### src/rtl/iobs_posted_queue_if.sv
// iobs_posted_queue_if
//   Bundles the FSB cycle-logic signals and the IOB master signals seen by
//   the posted-write queue. CLK and nRESET stay plain ports on the block.
//
//   Handshakes: an FSB I/O cycle is a request while BACT && IOCS. The block
//   answers once per cycle with IOPWReady (posted write taken), IONPReady
//   (non-posted cycle done) or nBERR_FSB=0 (bus error). Each answer holds
//   until BACT falls. On the IOB side IOREQ stays high until IOACT is seen
//   (registered). The transfer ends with an IODONEin pulse followed by
//   IOACT low.
//
//   Modports: slave = the queue block, master = the FSB/IOB side driving it.
//   IssueState is the issue FSM state (0 IDLE, 1 LOAD, 2 REQ, 3 ACT) for debug.
interface iobs_posted_queue_if #(
  parameter int DEPTH = 4,
  parameter int WSW   = 2
);
  localparam int AW = $clog2(DEPTH);

  // FSB side
  logic             BACT, BACTr;
  logic             nAS, nWE, nLDS, nUDS;
  logic             IOCS, IORealCS, IOPWCS;
  logic [WSW-1:0]   IOWS;
  logic             SlowdownIOWriteGate;
  logic             IONPReady, IOPWReady, nBERR_FSB, nDinOE;
  logic             PWErr, PWErrClr;
  // latch bank control
  logic [DEPTH-1:0] WrSlotLE;
  logic [AW-1:0]    RdSlot;
  logic [AW:0]      Level;
  // IOB master side
  logic             IOREQ, IORW, IOL0, IOU0, ALE0;
  logic             IOACT, IODONEin, nBERR_IOB;
  // debug
  logic [1:0]       IssueState;

  modport slave (
    input  BACT, BACTr, nAS, nWE, nLDS, nUDS, IOCS, IORealCS, IOPWCS, IOWS,
           SlowdownIOWriteGate, PWErrClr, IOACT, IODONEin, nBERR_IOB,
    output IONPReady, IOPWReady, nBERR_FSB, nDinOE, PWErr, WrSlotLE, RdSlot,
           Level, IOREQ, IORW, IOL0, IOU0, ALE0, IssueState
  );

  modport master (
    output BACT, BACTr, nAS, nWE, nLDS, nUDS, IOCS, IORealCS, IOPWCS, IOWS,
           SlowdownIOWriteGate, PWErrClr, IOACT, IODONEin, nBERR_IOB,
    input  IONPReady, IOPWReady, nBERR_FSB, nDinOE, PWErr, WrSlotLE, RdSlot,
           Level, IOREQ, IORW, IOL0, IOU0, ALE0, IssueState
  );
endinterface

### src/rtl/iobs_posted_queue.sv
// iobs_posted_queue
//   FSB-to-IOB bridge front end: a DEPTH-entry queue of I/O transfer
//   descriptors {RW, L, U, NP}. Posted writes are taken while the queue has
//   room; non-posted cycles (reads, writes without IOPWCS) are enqueued only
//   once the queue is empty and the issue FSM is idle, and are answered when
//   they pop. The external address/data latch bank is written through the
//   one-hot WrSlotLE and read out through RdSlot.
//
//   Ports: CLK, nRESET (async, active low), io (iobs_posted_queue_if.slave).
//   Parameters: DEPTH (power of two, 2..16), WSW (IOWS width).
//   Optional feature macro: IOBS_PWERR_EN -- sticky posted-write error
//   (PWErr) reported as a bus error on the next FSB I/O request. Without it
//   PWErr is tied low and PWErrClr is ignored.
module iobs_posted_queue #(
  parameter int DEPTH = 4,
  parameter int WSW   = 2
) (
  input logic                 CLK,
  input logic                 nRESET,
  iobs_posted_queue_if.slave  io
);
  localparam int AW   = $clog2(DEPTH);
  localparam int NSTG = 1 << WSW;
  localparam logic [AW:0] LVL_FULL = (AW+1)'(DEPTH);

  typedef enum logic [1:0] {S_IDLE = 2'd0, S_LOAD = 2'd1, S_REQ = 2'd2, S_ACT = 2'd3} state_t;

  state_t           state;
  logic [3:0]       entry_q [DEPTH];  // {RW, L, U, NP}
  logic [AW-1:0]    wp, rp;
  logic [AW:0]      level;
  logic [DEPTH-1:0] wr_le;
  logic             sent, pw_ready, np_ready, berr_fsb;
  logic             ioreq, ale0, iorw, iol0, iou0, cur_np;
  logic             ioact_r, done_seen, err_seen;
  logic             done_neg;
  logic [NSTG-1:1]  done_stg;
  logic [NSTG-1:0]  done_chain;
  logic             iodone;
  logic             pw_err, err_term;
  logic             req, is_pw_cycle, push_pw, push_np, push, pop;
  logic [3:0]       new_entry;

  assign req         = io.BACT && io.IOCS && !sent;
  assign is_pw_cycle = io.IOPWCS && !io.nWE;
  assign push_pw     = req && !err_term && is_pw_cycle && (level < LVL_FULL);
  assign push_np     = req && !err_term && !is_pw_cycle && (level == '0) && (state == S_IDLE);
  assign push        = push_pw || push_np;
  // Pop only after IODONE has been registered, so every IOWS stage adds
  // exactly one cycle to the completion.
  assign pop         = (state == S_ACT) && done_seen && !ioact_r;
  assign new_entry   = {(io.SlowdownIOWriteGate && !io.IORealCS) ? 1'b1 : io.nWE,
                        !io.nLDS, !io.nUDS, push_np};

  // IODONE: captured on the falling edge, then IOWS extra rising-edge stages.
  always_ff @(negedge CLK or negedge nRESET) begin
    if (!nRESET) done_neg <= 1'b0;
    else         done_neg <= io.IODONEin;
  end

  always_ff @(posedge CLK or negedge nRESET) begin
    if (!nRESET) begin
      done_stg <= '0;
      ioact_r  <= 1'b0;
    end else begin
      done_stg[1] <= done_neg;
      for (int i = 2; i < NSTG; i++) done_stg[i] <= done_stg[i-1];
      ioact_r <= io.IOACT;
    end
  end

  assign done_chain = {done_stg, done_neg};
  assign iodone     = done_chain[io.IOWS];

  // Queue storage and pointers
  always_ff @(posedge CLK or negedge nRESET) begin
    if (!nRESET) begin
      wp    <= '0;
      rp    <= '0;
      level <= '0;
      wr_le <= '0;
      for (int i = 0; i < DEPTH; i++) entry_q[i] <= 4'b1000;
    end else begin
      wr_le <= '0;
      if (push) begin
        entry_q[wp] <= new_entry;
        wr_le       <= {{(DEPTH-1){1'b0}}, 1'b1} << wp;
        wp          <= wp + AW'(1);
      end
      if (pop) rp <= rp + AW'(1);
      if (push && !pop)      level <= level + (AW+1)'(1);
      else if (pop && !push) level <= level - (AW+1)'(1);
    end
  end

  // Issue FSM with registered IOB outputs
  always_ff @(posedge CLK or negedge nRESET) begin
    if (!nRESET) begin
      state     <= S_IDLE;
      ioreq     <= 1'b0;
      ale0      <= 1'b0;
      iorw      <= 1'b1;
      iol0      <= 1'b0;
      iou0      <= 1'b0;
      cur_np    <= 1'b0;
      done_seen <= 1'b0;
      err_seen  <= 1'b0;
    end else begin
      case (state)
        S_IDLE: if (level != '0) begin
          {iorw, iol0, iou0, cur_np} <= entry_q[rp];
          ioreq <= 1'b1;
          ale0  <= 1'b1;
          state <= S_LOAD;
        end
        S_LOAD: state <= S_REQ;
        S_REQ: if (ioact_r) begin
          ioreq <= 1'b0;
          ale0  <= 1'b0;
          state <= S_ACT;
        end
        S_ACT: if (pop) state <= S_IDLE;
        default: state <= S_IDLE;
      endcase
      if ((state == S_REQ || state == S_ACT) && iodone) begin
        done_seen <= 1'b1;
        err_seen  <= !io.nBERR_IOB;
      end
      if (pop) begin
        done_seen <= 1'b0;
        err_seen  <= 1'b0;
      end
    end
  end

  // FSB answers; each holds until BACT falls.
  always_ff @(posedge CLK or negedge nRESET) begin
    if (!nRESET) begin
      sent     <= 1'b0;
      pw_ready <= 1'b0;
      np_ready <= 1'b0;
      berr_fsb <= 1'b1;
    end else begin
      if (!io.BACT) begin
        sent     <= 1'b0;
        pw_ready <= 1'b0;
        np_ready <= 1'b0;
        berr_fsb <= 1'b1;
      end
      if (push)    sent     <= 1'b1;
      if (push_pw) pw_ready <= 1'b1;
      if (pop && cur_np) begin
        if (err_seen) berr_fsb <= 1'b0;
        else          np_ready <= 1'b1;
      end
      if (err_term) begin
        sent     <= 1'b1;
        berr_fsb <= 1'b0;
      end
    end
  end

`ifdef IOBS_PWERR_EN
  assign err_term = req && pw_err;

  always_ff @(posedge CLK or negedge nRESET) begin
    if (!nRESET)                          pw_err <= 1'b0;
    else if (pop && !cur_np && err_seen)  pw_err <= 1'b1;
    else if (io.PWErrClr || err_term)     pw_err <= 1'b0;
  end
`else
  logic unused_pwerr_clr;
  assign unused_pwerr_clr = io.PWErrClr;
  assign err_term = 1'b0;
  assign pw_err   = 1'b0;
`endif

  assign io.IONPReady  = np_ready;
  assign io.IOPWReady  = pw_ready;
  assign io.nBERR_FSB  = berr_fsb;
  assign io.nDinOE     = !(!io.nAS && io.BACTr && io.IORealCS && io.nWE);
  assign io.PWErr      = pw_err;
  assign io.WrSlotLE   = wr_le;
  assign io.RdSlot     = rp;
  assign io.Level      = level;
  assign io.IOREQ      = ioreq;
  assign io.IORW       = iorw;
  assign io.IOL0       = iol0;
  assign io.IOU0       = iou0;
  assign io.ALE0       = ale0;
  assign io.IssueState = state;
endmodule

### src/flat_wrapper.sv
// flat-port wrapper written by rule: the top's interface ports become plain ports
module iobs_posted_queue_flat 
#(
  parameter int DEPTH = 4,
  parameter int WSW   = 2
)
  (CLK, nRESET, io_BACT, io_BACTr, io_nAS, io_nWE, io_nLDS, io_nUDS, io_IOCS, io_IORealCS, io_IOPWCS, io_IOWS, io_SlowdownIOWriteGate, io_PWErrClr, io_IOACT, io_IODONEin, io_nBERR_IOB, io_IONPReady, io_IOPWReady, io_nBERR_FSB, io_nDinOE, io_PWErr, io_WrSlotLE, io_RdSlot, io_Level, io_IOREQ, io_IORW, io_IOL0, io_IOU0, io_ALE0, io_IssueState);
  iobs_posted_queue_if #(.DEPTH(DEPTH), .WSW(WSW)) io_i ();
  input logic CLK;
  input logic nRESET;
  input wire logic [$bits(io_i.BACT)-1:0] io_BACT;
  input wire logic [$bits(io_i.BACTr)-1:0] io_BACTr;
  input wire logic [$bits(io_i.nAS)-1:0] io_nAS;
  input wire logic [$bits(io_i.nWE)-1:0] io_nWE;
  input wire logic [$bits(io_i.nLDS)-1:0] io_nLDS;
  input wire logic [$bits(io_i.nUDS)-1:0] io_nUDS;
  input wire logic [$bits(io_i.IOCS)-1:0] io_IOCS;
  input wire logic [$bits(io_i.IORealCS)-1:0] io_IORealCS;
  input wire logic [$bits(io_i.IOPWCS)-1:0] io_IOPWCS;
  input wire logic [$bits(io_i.IOWS)-1:0] io_IOWS;
  input wire logic [$bits(io_i.SlowdownIOWriteGate)-1:0] io_SlowdownIOWriteGate;
  input wire logic [$bits(io_i.PWErrClr)-1:0] io_PWErrClr;
  input wire logic [$bits(io_i.IOACT)-1:0] io_IOACT;
  input wire logic [$bits(io_i.IODONEin)-1:0] io_IODONEin;
  input wire logic [$bits(io_i.nBERR_IOB)-1:0] io_nBERR_IOB;
  output wire logic [$bits(io_i.IONPReady)-1:0] io_IONPReady;
  output wire logic [$bits(io_i.IOPWReady)-1:0] io_IOPWReady;
  output wire logic [$bits(io_i.nBERR_FSB)-1:0] io_nBERR_FSB;
  output wire logic [$bits(io_i.nDinOE)-1:0] io_nDinOE;
  output wire logic [$bits(io_i.PWErr)-1:0] io_PWErr;
  output wire logic [$bits(io_i.WrSlotLE)-1:0] io_WrSlotLE;
  output wire logic [$bits(io_i.RdSlot)-1:0] io_RdSlot;
  output wire logic [$bits(io_i.Level)-1:0] io_Level;
  output wire logic [$bits(io_i.IOREQ)-1:0] io_IOREQ;
  output wire logic [$bits(io_i.IORW)-1:0] io_IORW;
  output wire logic [$bits(io_i.IOL0)-1:0] io_IOL0;
  output wire logic [$bits(io_i.IOU0)-1:0] io_IOU0;
  output wire logic [$bits(io_i.ALE0)-1:0] io_ALE0;
  output wire logic [$bits(io_i.IssueState)-1:0] io_IssueState;
  assign io_i.BACT = io_BACT;
  assign io_i.BACTr = io_BACTr;
  assign io_i.nAS = io_nAS;
  assign io_i.nWE = io_nWE;
  assign io_i.nLDS = io_nLDS;
  assign io_i.nUDS = io_nUDS;
  assign io_i.IOCS = io_IOCS;
  assign io_i.IORealCS = io_IORealCS;
  assign io_i.IOPWCS = io_IOPWCS;
  assign io_i.IOWS = io_IOWS;
  assign io_i.SlowdownIOWriteGate = io_SlowdownIOWriteGate;
  assign io_i.PWErrClr = io_PWErrClr;
  assign io_i.IOACT = io_IOACT;
  assign io_i.IODONEin = io_IODONEin;
  assign io_i.nBERR_IOB = io_nBERR_IOB;
  assign io_IONPReady = io_i.IONPReady;
  assign io_IOPWReady = io_i.IOPWReady;
  assign io_nBERR_FSB = io_i.nBERR_FSB;
  assign io_nDinOE = io_i.nDinOE;
  assign io_PWErr = io_i.PWErr;
  assign io_WrSlotLE = io_i.WrSlotLE;
  assign io_RdSlot = io_i.RdSlot;
  assign io_Level = io_i.Level;
  assign io_IOREQ = io_i.IOREQ;
  assign io_IORW = io_i.IORW;
  assign io_IOL0 = io_i.IOL0;
  assign io_IOU0 = io_i.IOU0;
  assign io_ALE0 = io_i.ALE0;
  assign io_IssueState = io_i.IssueState;
  iobs_posted_queue #(.DEPTH(DEPTH), .WSW(WSW)) u_core (.CLK(CLK), .nRESET(nRESET), .io(io_i));
endmodule
### config.mk
export PLATFORM = sky130hd
export DESIGN_NAME = iobs_posted_queue_flat
export DESIGN_NICKNAME = d
export VERILOG_FILES = /design/src/rtl/iobs_posted_queue_if.sv /design/src/rtl/iobs_posted_queue.sv /design/src/flat_wrapper.sv
export SDC_FILE = /design/constraint.sdc
export NUM_CORES = 1
export LEC_CHECK = 0
export BUFFER_PORTS_ARGS = -buffer_cell sky130_fd_sc_hd__clkbuf_2
export CAP_MARGIN = 20
export CORE_ASPECT_RATIO = 0.75
export CORE_UTILIZATION = 55
export CTS_CLUSTER_SIZE = 16
export DETAILED_ROUTE_END_ITERATION = 10
export PLACE_DENSITY = 0.9
export SYNTH_ARGS = -nofsm -noshare
export SYNTH_HDL_FRONTEND = slang
export SYNTH_SLANG_ARGS = --single-unit
### constraint.sdc
create_clock -name CLK -period 4.9 [get_ports CLK]
set_input_delay 0.98 -clock CLK [delete_from_list [all_inputs] [get_ports CLK]]
set_output_delay 0.98 -clock CLK [all_outputs]
set_load 0.01 [all_outputs]
==> results of run 1 <==
layer usage:
layer	global-route usage, %	vias up	share of wire [%]
met5	0	-	0
met4	8.086	0	2.3
met3	7.361	13	5.0
met2	31.27	44	46
met1	31.93	688	47
li1	-	660	-
worst reg2reg max path: cells and delay by family (launching register included):
kind	cells	cell delay, ps
flops	1	410
compound gates	1	200
mux	2	280
state kept, by name, summed over array words and instances, names as in the netlist, 2 cells and up:
register              flops
u_core.io.WrSlotLE        4
u_core.done_stg           3
u_core.io.Level           3
u_core.io.IssueState      2
u_core.io.RdSlot          2
u_core.wp                 2
u_core.entry_q           16
cell type report:
class / count / area, um2
well taps: 52 / 65.06
inverters: 18 / 67.56
clock inverters: 1 / 5.005
multi-input cells: 98 / 937.1
fillers: 288 / 1240
repair buffers: 37 / 187.7
flip-flops and latches: 45 / 1134
clock buffers: 7 / 96.34
report_power, final:
group	total [W]	internal (W)	switching, W	leakage, nW
clock	0.000252	0.000128	0.000125	0.0542
sequential	0.000582	0.000473	0.000108	0.525
combinational	0.000400	0.000202	0.000198	0.588
through the flow:
| step | power [W] | std cells |
|---|---|---|
| floorplan | 0.0008621 | 167 |
| global placement | 0.0009645 | 250 |
| detailed placement | 0.0009910 | 250 |
| CTS | 0.001243 | 258 |
| global route | 0.001311 | 258 |
| finish | 0.001234 | 258 |
placed cells by master, fill, tap and decap left out, types with 2 or more instances in the layout:
cell / count
mux2_4: 4
clkbuf_2: 36
mux4_2: 4
nand4b_1: 5
and3b_1: 2
o21a_1: 2
nand2b_1: 2
mux2i_1: 12
inv_1: 18
dfrtp_1: 38
clkbuf_8: 7
xor2_1: 2
mux2_2: 5
nand2_1: 6
ha_1: 9
a21oi_4: 4
a31oi_1: 4
o21ai_0: 9
nor2b_1: 2
a21oi_1: 6
dfstp_2: 6
xnor2_1: 4
cells by family (layout without fill, tap and decap cells):
kind of cell,after synthesis,in the layout,share of synthesized area [%]
compound gates,34,34,11.61
xor+xnor,6,6,2.414
fa+ha+maj,10,10,6.092
buf+inv,24,63,4.885
flops,45,45,52.07
mux,25,25,15.00
other cells,1,1,0.1722
simple gates,22,22,7.758
worst paths after layout:
path                                    start                 end  slack, ps  cells after the start
setup / recovery              u_core.done_neg     u_core.err_seen       1500                      3
min in group asynchronous              nRESET       u_core.cur_np        770                      2
hold reg to reg            u_core.done_stg[2]  u_core.done_stg[3]        390                      0
hold / removal             u_core.done_stg[2]  u_core.done_stg[3]        390                      0
setup reg to reg              u_core.done_neg     u_core.err_seen       1500                      3
max in group asynchronous              nRESET     u_core.done_neg       1990                      1
==> reports/metrics.cfg, run 1 <==
[detailed_routing]
vias = 1405
post_drt_via_cell_ratio = 5.446
finalWirelength_um = 4059
dr.pass1.iters = 4
ant_nets = 0
drt-wirelength-per-cell_um = 15.73
drc = 0
drtIter0Drc = 132

[clock_tree]
clk_latency_ps = 300
cts-resized-gates = 0
clkSlewWorstSetupHoldPaths_ps = 80
clk_path_buf_depth = 2
cts_sinks = 45
cts_tree = built
cts_setup_buffers = 0
numCtsBuffers = 5
htree_levels = 2
hold_buffers = 0
root_buffer = clkbuf_8

[global_routing]
track_usage_pct = 22.22
grt_max_degree = 45
grt_overflow = 0
grt_pass1_wl_um = 6768
antenna_found_initial = 0
grt_pass1_vias = 1403

[critical_path]
crit_buf_inv = 0
setup.worst_path.class = flop to flop
cp_slowest_cell = dfrtn_1
path_common_cell = mux2i_1
start_kind = flop
crit_fanout = 2
end_kind = flop
critPathRequiredTime_ps = 5130
crit_family = flip-flops
path_cells = mux2i_1, o22ai_1, mux2i_1
slowest_delay_ps = 410
worstPathArrival_ps = 3630

[synth]
netlist.area_leader.share_pct = 43.68
synth_cell_types = 41
netlist_instances = 167
yosysMostFrequentCell = dfrtp_1
syn_area_um2 = 2177
synthTopCellsByArea = dfrtp_1 (44%), dfstp_2 (7.2%), mux2i_1 (5.5%), ha_1 (5.2%), mux4_2 (4.1%)
synthArstFlopShare_pct = 100.0
syn_nets = 195
yosysTopAreaCell = dfrtp_1
yosysSeqAreaShare_pct = 52.07
yosysWarningCount = 0
ys_seq_elements = 45
synthFlopType = dfrtp_1
synth_commonest_cells = dfrtp_1 (38), inv_1 (18), mux2i_1 (12)
syn_avg_cell_area_um2 = 13.04
synth_enable_flop_cells = 0

[cells_and_area]
layout-drive-gt1-share_pct = 34.47
antenna_cells = 0
fin_area_um2 = 2492
final_core_util_pct = 66.78
syn2layout_area_growth_pct = 14.48
nets = 233

[timing]
worstMarginPinSlew_ps = 1120
final_max_slew_viol_count = 0
setup_tns_ps = 0
setup_ws_ps = 1496
relSlewSlack_pct = 24.68
rsz0062_at_grt = no
fin_hold_ws_ps = 385.7
setup_viol = 0
skew_ps = 5.391
hold_viol = 0

[placed_design]
pre_cts_ws_ps = 1238
placed_area_um2 = 2391
portBuffers = 36
place_congestion = 0.8967
dp_hpwl_um = 2994

[floorplan]
die_y_um = 56.49
die_x_um = 74.65
start_util_pct = 58.33
std_cell_rows = 19
io_pins = 39
core_area_um2 = 3732
dieArea_um2 = 4217

[run]
maxCapViolations = 0

[power_and_ir_drop]
vdd_drop_max_mv = 0.2199
power_density_nw_per_um2 = 495.2
leakage_nw = 1.168

[worst_hold_path]
hp-class = flop to flop

[status]
status = finished, final reports clean

Note: power is estimated with default switching activity, not from simulation.
==> run 2: changes to the inputs <==
--- a/config.mk
+++ b/config.mk
@@ -5,13 +5,14 @@
 export SDC_FILE = /design/constraint.sdc
 export NUM_CORES = 1
 export LEC_CHECK = 0
+export ABC_AREA = 1
 export BUFFER_PORTS_ARGS = -buffer_cell sky130_fd_sc_hd__clkbuf_2
 export CAP_MARGIN = 20
 export CORE_ASPECT_RATIO = 0.75
-export CORE_UTILIZATION = 55
+export CORE_UTILIZATION = 49
 export CTS_CLUSTER_SIZE = 16
 export DETAILED_ROUTE_END_ITERATION = 10
-export PLACE_DENSITY = 0.9
+export PLACE_DENSITY = 0.85
 export SYNTH_ARGS = -nofsm -noshare
 export SYNTH_HDL_FRONTEND = slang
 export SYNTH_SLANG_ARGS = --single-unit
==> constraint.sdc (replaced) <==
create_clock -name CLK -period 2.95 [get_ports CLK]
set_input_delay 0.59 -clock CLK [delete_from_list [all_inputs] [get_ports CLK]]
set_output_delay 0.59 -clock CLK [all_outputs]
set_load 0.01 [all_outputs]
==> reports/metrics.cfg, run 2 <==
[critical_path]
worstPathArrival_ps = 2650
start_kind = flop
end_kind = flop
r2r_start = u_core.done_neg
crit_fanout = 2
startpoint = u_core.done_neg
critPathRequiredTime_ps = 3140
setup.worst_path.class = flop to flop

[cells_and_area]
fin_area_um2 = 2442
largest_reg_flops = 16
antenna_cells = 0
layout_commonest_cell = nand2_1
largest-register = u_core.entry_q
nets = 305
final_cell_mix = nand2_1 (56), dfrtp_1 (38), clkbuf_2 (36), nor2_1 (29), inv_1 (28)
syn2layout_area_growth_pct = 14.15
layout-drive-gt1-share_pct = 23.74

[clock_tree]
cts_tree = built
root_buffer = clkbuf_8
hold_buffers = 0
cts-resized-gates = 0
clk_latency_ps = 300
clkSlewWorstSetupHoldPaths_ps = 80
numCtsBuffers = 5
cts_sinks = 45
cts_setup_buffers = 0
clk_path_buf_depth = 2
htree_levels = 2

[timing]
hold_viol = 0
setup_tns_ps = 0
final_max_slew_viol_count = 0
relSlewSlack_pct = 64.47
worstMarginPinSlew_ps = 532.9
rsz0062_at_grt = no
setup_ws_ps = 496.3
setup_viol = 0
skew_ps = 2.373

[placed_design]
placed_area_um2 = 2341
pre_cts_ws_ps = 447.2
dp_hpwl_um = 3194
portBuffers = 36
place_congestion = 0.8085

[status]
status = finished, final reports clean

[power_and_ir_drop]
seq_power_share_pct = 45.6
p_sw_w = 0.0008901
p_int_w = 0.001386
comb_power_share_pct = 36.2
power_density_nw_per_um2 = 932.0
leakage_nw = 1.387
swShare_pct = 39.10
p_clk_share_pct = 18.2
fin_total_pwr_w = 0.002276
vdd_drop_max_mv = 0.5684

[floorplan]
dieArea_um2 = 4637
io_pins = 39
die_y_um = 59.23
core_area_um2 = 4129
std_cell_rows = 20
start_util_pct = 51.82
die_x_um = 78.30

[synth]
syn_nets = 267
ys_seq_elements = 45
synthTopCellsByArea = dfrtp_1 (44%), nand2_1 (9.8%), dfstp_2 (7.4%), ha_1 (5.3%), nor2_1 (5.1%)
netlist.area_leader.share_pct = 44.44
netlist_instances = 239
synth_commonest_cells = nand2_1 (56), dfrtp_1 (38), nor2_1 (29)
synth_cell_types = 32
yosysWarningCount = 0
syn_area_um2 = 2140
synthFlopType = dfrtp_1
yosysMostFrequentCell = nand2_1
synth_enable_flop_cells = 0
yosysSeqAreaShare_pct = 52.98
synthArstFlopShare_pct = 100.0
yosysTopAreaCell = dfrtp_1
syn_avg_cell_area_um2 = 8.952

[detailed_routing]
drt-wirelength-per-cell_um = 12.86
finalWirelength_um = 4281
ant_nets = 0
drc = 0
vias = 1674
drtIter0Drc = 113
post_drt_via_cell_ratio = 5.027
dr.pass1.iters = 4

[run]
maxCapViolations = 0

[global_routing]
antenna_found_initial = 0
use_met1_pct = 28.72
grt_pass1_wl_um = 7203
grt_pass1_vias = 1544
grt_max_degree = 45
top_usage_layer = met2
use_met3_pct = 6.462
grtUsageMet2_pct = 31.83
grt_overflow = 0
track_usage_pct = 21.03

[worst_hold_path]
hp-class = flop to flop
hp-start = u_core.done_stg[1]

[run 2: metal layers]
| metal | share of wire (%) | up-vias |
|---|---|---|
| li1 | - | 823 |
| met1 | 48 | 796 |
| met2 | 44 | 49 |
| met3 | 6.2 | 6 |
| met4 | 1.3 | 0 |
| met5 | 0 | - |
[run 2: path summary, 6_finish.rpt]
path | endpoint | slack, ps | cells past startpoint
setup / recovery | u_core.err_seen | 500 | 7
hold / removal | u_core.done_stg[2] | 380 | 0
setup reg to reg | u_core.err_seen | 500 | 7
hold reg to reg | u_core.done_stg[2] | 380 | 0
max in group asynchronous | u_core.done_neg | 1380 | 1
min in group asynchronous | u_core.wp[1] | 410 | 2
[run 2: layout make-up]
cell class | instances | area (um2)
repair buffers | 37 | 187.7
clock buffers | 7 | 96.34
clock inverters | 1 | 5.005
inverters | 32 | 120.1
well taps | 55 | 68.82
flip-flops and latches | 45 | 1134
fillers | 372 | 1687
multi-input cells | 156 | 830.8
[run 2: kinds of logic (layout without fill, tap and decap cells)]
logic type               Yosys count  in the layout  share of synthesized area, %
buffers and inverters             38             77                         8.186
multiplexers                       1              1                        0.5263
other                              1              1                        0.1753
AO/OA/AOI/OAI                     24             24                         6.198
flip-flops                        45             45                         52.98
adder cells (fa/ha/maj)           10             10                         6.199
XOR/XNOR                           3              3                         1.228
AND/OR/NAND/NOR                  117            117                         24.50
[run 2: through the flow]
stage	cells	utilization (%)	hold slack, ps
after global routing	333	59.15	374.7
after global placement	325	56.70	358.1
after detailed placement	325	56.70	363.9
after CTS	333	59.15	380.0
after floorplan	239	-	294.4
final	333	59.15	379.0
[run 2: critical path, cell delays in order, from the launching register on]
cell	delay (ps)
dfrtn_1	420
inv_1	40
nand2_1	50
nand3b_1	60
nand2_1	90
nand2_1	70
nand3_1	70
nand2_1	60
[run 2: power by group through the flow]
| stage | registers (W) | logic [W] | clock network, W |
|---|---|---|---|
| after floorplan | 0.00102 | 0.000587 | 0 |
| after global placement | 0.00103 | 0.000784 | 0 |
| after detailed placement | 0.00105 | 0.000824 | 0 |
| after CTS | 0.00104 | 0.000827 | 0.000429 |
| after global routing | 0.00106 | 0.000932 | 0.000454 |
| final | 0.00104 | 0.000824 | 0.000415 |
==> run 3: changes to the inputs <==
==> constraint.sdc (replaced) <==
create_clock -name CLK -period 2.1 [get_ports CLK]
set_input_delay 0.42 -clock CLK [delete_from_list [all_inputs] [get_ports CLK]]
set_output_delay 0.42 -clock CLK [all_outputs]
set_load 0.01 [all_outputs]
==> reports/metrics.cfg, run 3 (synthesized netlist as in run 2, its figures left out) <==
[status]
status = finished, final reports clean

[cells_and_area]
largest_reg_flops = 16
layout-drive-gt1-share_pct = 28.42
antenna_cells = 0
fin_area_um2 = 2515
largest-register = u_core.entry_q
layout_commonest_cell = nand2_1
fillers = 367
nets = 312
final_cells = 340
final_cell_mix = nand2_1 (54), dfrtp_1 (37), clkbuf_2 (36), nor2_1 (29), inv_1 (26)
multi_input_area_um2 = 854.6
syn2layout_area_growth_pct = 17.54
regArea_um2 = 1135

[worst_hold_path]
hp-class = input pin to flop

[timing]
final_max_slew_viol_count = 0
rsz0062_at_grt = yes
hold_viol = 0
setup_viol = 0
skew_ps = 6.509
relSlewSlack_pct = 63.80
finalCritPeriodShare_pct = 98.17
setup_ws_ps = 38.34
worstMarginPinSlew_ps = 543.0
post-route-min-period_ps = 2062
max_freq_mhz = 485.0
fin_hold_ws_ps = 221.0

[clock_tree]
root_buffer = clkbuf_8
cts_tree = built
htree_levels = 2
hold_buffers = 0
clkSlewWorstSetupHoldPaths_ps = 80
clk_path_buf_depth = 2
cts_sinks = 45
numCtsBuffers = 5
clk_latency_ps = 310

[detailed_routing]
dr.pass1.iters = 4
vias = 1695
post_drt_via_cell_ratio = 4.985
drt-wirelength-per-cell_um = 12.82
drtIter0Drc = 139
drc = 0
ant_nets = 0
finalWirelength_um = 4358

[placed_design]
dp.cells = 328
dp_hpwl_um = 3177
portBuffers = 36
place_congestion = 0.8151
pre_cts_ws_ps = 21.45
placed_area_um2 = 2379

[global_routing]
antenna_found_initial = 0
track_usage_pct = 21.20
grt_pass1_vias = 1591
grt_overflow = 0
grt_pass1_wl_um = 7286
grt_max_degree = 45

[floorplan]
std_cell_rows = 20
io_pins = 39
start_util_pct = 51.82
core_area_um2 = 4129
die_y_um = 59.23
die_x_um = 78.30
dieArea_um2 = 4637

[critical_path]
setup.worst_path.class = flop to flop
start_kind = flop
critPathRequiredTime_ps = 2290
path_common_cell = ha_1
crit_family = adder cells
cp_slowest_cell = fa_2
end_kind = flop
path_cells = buf_4, ha_1, nand3_1, ha_1, inv_1, fa_2, mux2_2
worstPathArrival_ps = 2250
crit_buf_inv = 2
crit_fanout = 3
slowest_delay_ps = 440

[run]
maxCapViolations = 0

[power_and_ir_drop]
leakage_nw = 1.414
power_density_nw_per_um2 = 1307
vdd_drop_max_mv = 0.6976
fin_total_pwr_w = 0.003287

[run 3: changes by cell type in the layout (fill, tap and decap cells not counted), moves of 2 or more]
cell     before  now
buf_4         1    8
inv_1        28   26
inv_2         4    6
nand2_1      56   54
nand2_2       2    4
[run 3: repair_timing]
item	CTS	global route
resized for setup	0	4
buffers inserted	0	4
endpoints found under the setup margin	0	4
[run 3: layout make-up]
class,count,share of cell area [%]
Sequential cell,45,45.12
Timing Repair Buffer,44,9.552
Clock inverter,2,0.5473
Multi-Input combinational cell,156,33.98
Clock buffer,6,3.284
Inverter,32,4.776
Tap cell,55,2.736
[run 3: final timing paths]
path                                    startpoint                 end  slack (ps)  depth (start not counted)
setup / recovery           u_core.io.IssueState[0]  u_core.io.Level[1]          40                          7
hold / removal                            io_IOACT      u_core.ioact_r         220                          1
setup reg to reg           u_core.io.IssueState[0]  u_core.io.Level[1]          40                          7
hold reg to reg                 u_core.done_stg[2]  u_core.done_stg[3]         380                          0
max in group asynchronous                   nRESET     u_core.done_neg        1140                          1
min in group asynchronous                   nRESET  u_core.io.Level[1]         230                          2
[run 3: through the flow]
stage,util [%],setup TNS (ps)
global route,60.91,-87.38
finish,60.91,0
CTS,59.94,0
global placement,57.61,0
detailed placement,57.61,0
floorplan,-,0
[run 3: per-layer routing]
| metal | GRT usage (%) | part of all wire, % | vias to the layer above | routed length, um |
|---|---|---|---|---|
| met5 | 0 | 0 | - | 0 |
| met4 | 8.730 | 0.62 | 0 | 27 |
| met3 | 4.154 | 4.7 | 3 | 207 |
| met2 | 32.58 | 45 | 49 | 1967 |
| met1 | 29.85 | 49 | 811 | 2156 |
| li1 | - | - | 832 | - |
[run 3: power breakdown]
part | switching [W] | internal (W)
sequential | 0.000256 | 0.00120
combinational | 0.000751 | 0.000514
clock | 0.000301 | 0.000267
[run 3: worst register-to-register path, stage by stage (launching register included)]
cell	delay (ps)
dfrtp_1	400
buf_4	140
ha_1	200
nand3_1	160
ha_1	230
inv_1	110
fa_2	440
mux2_2	270
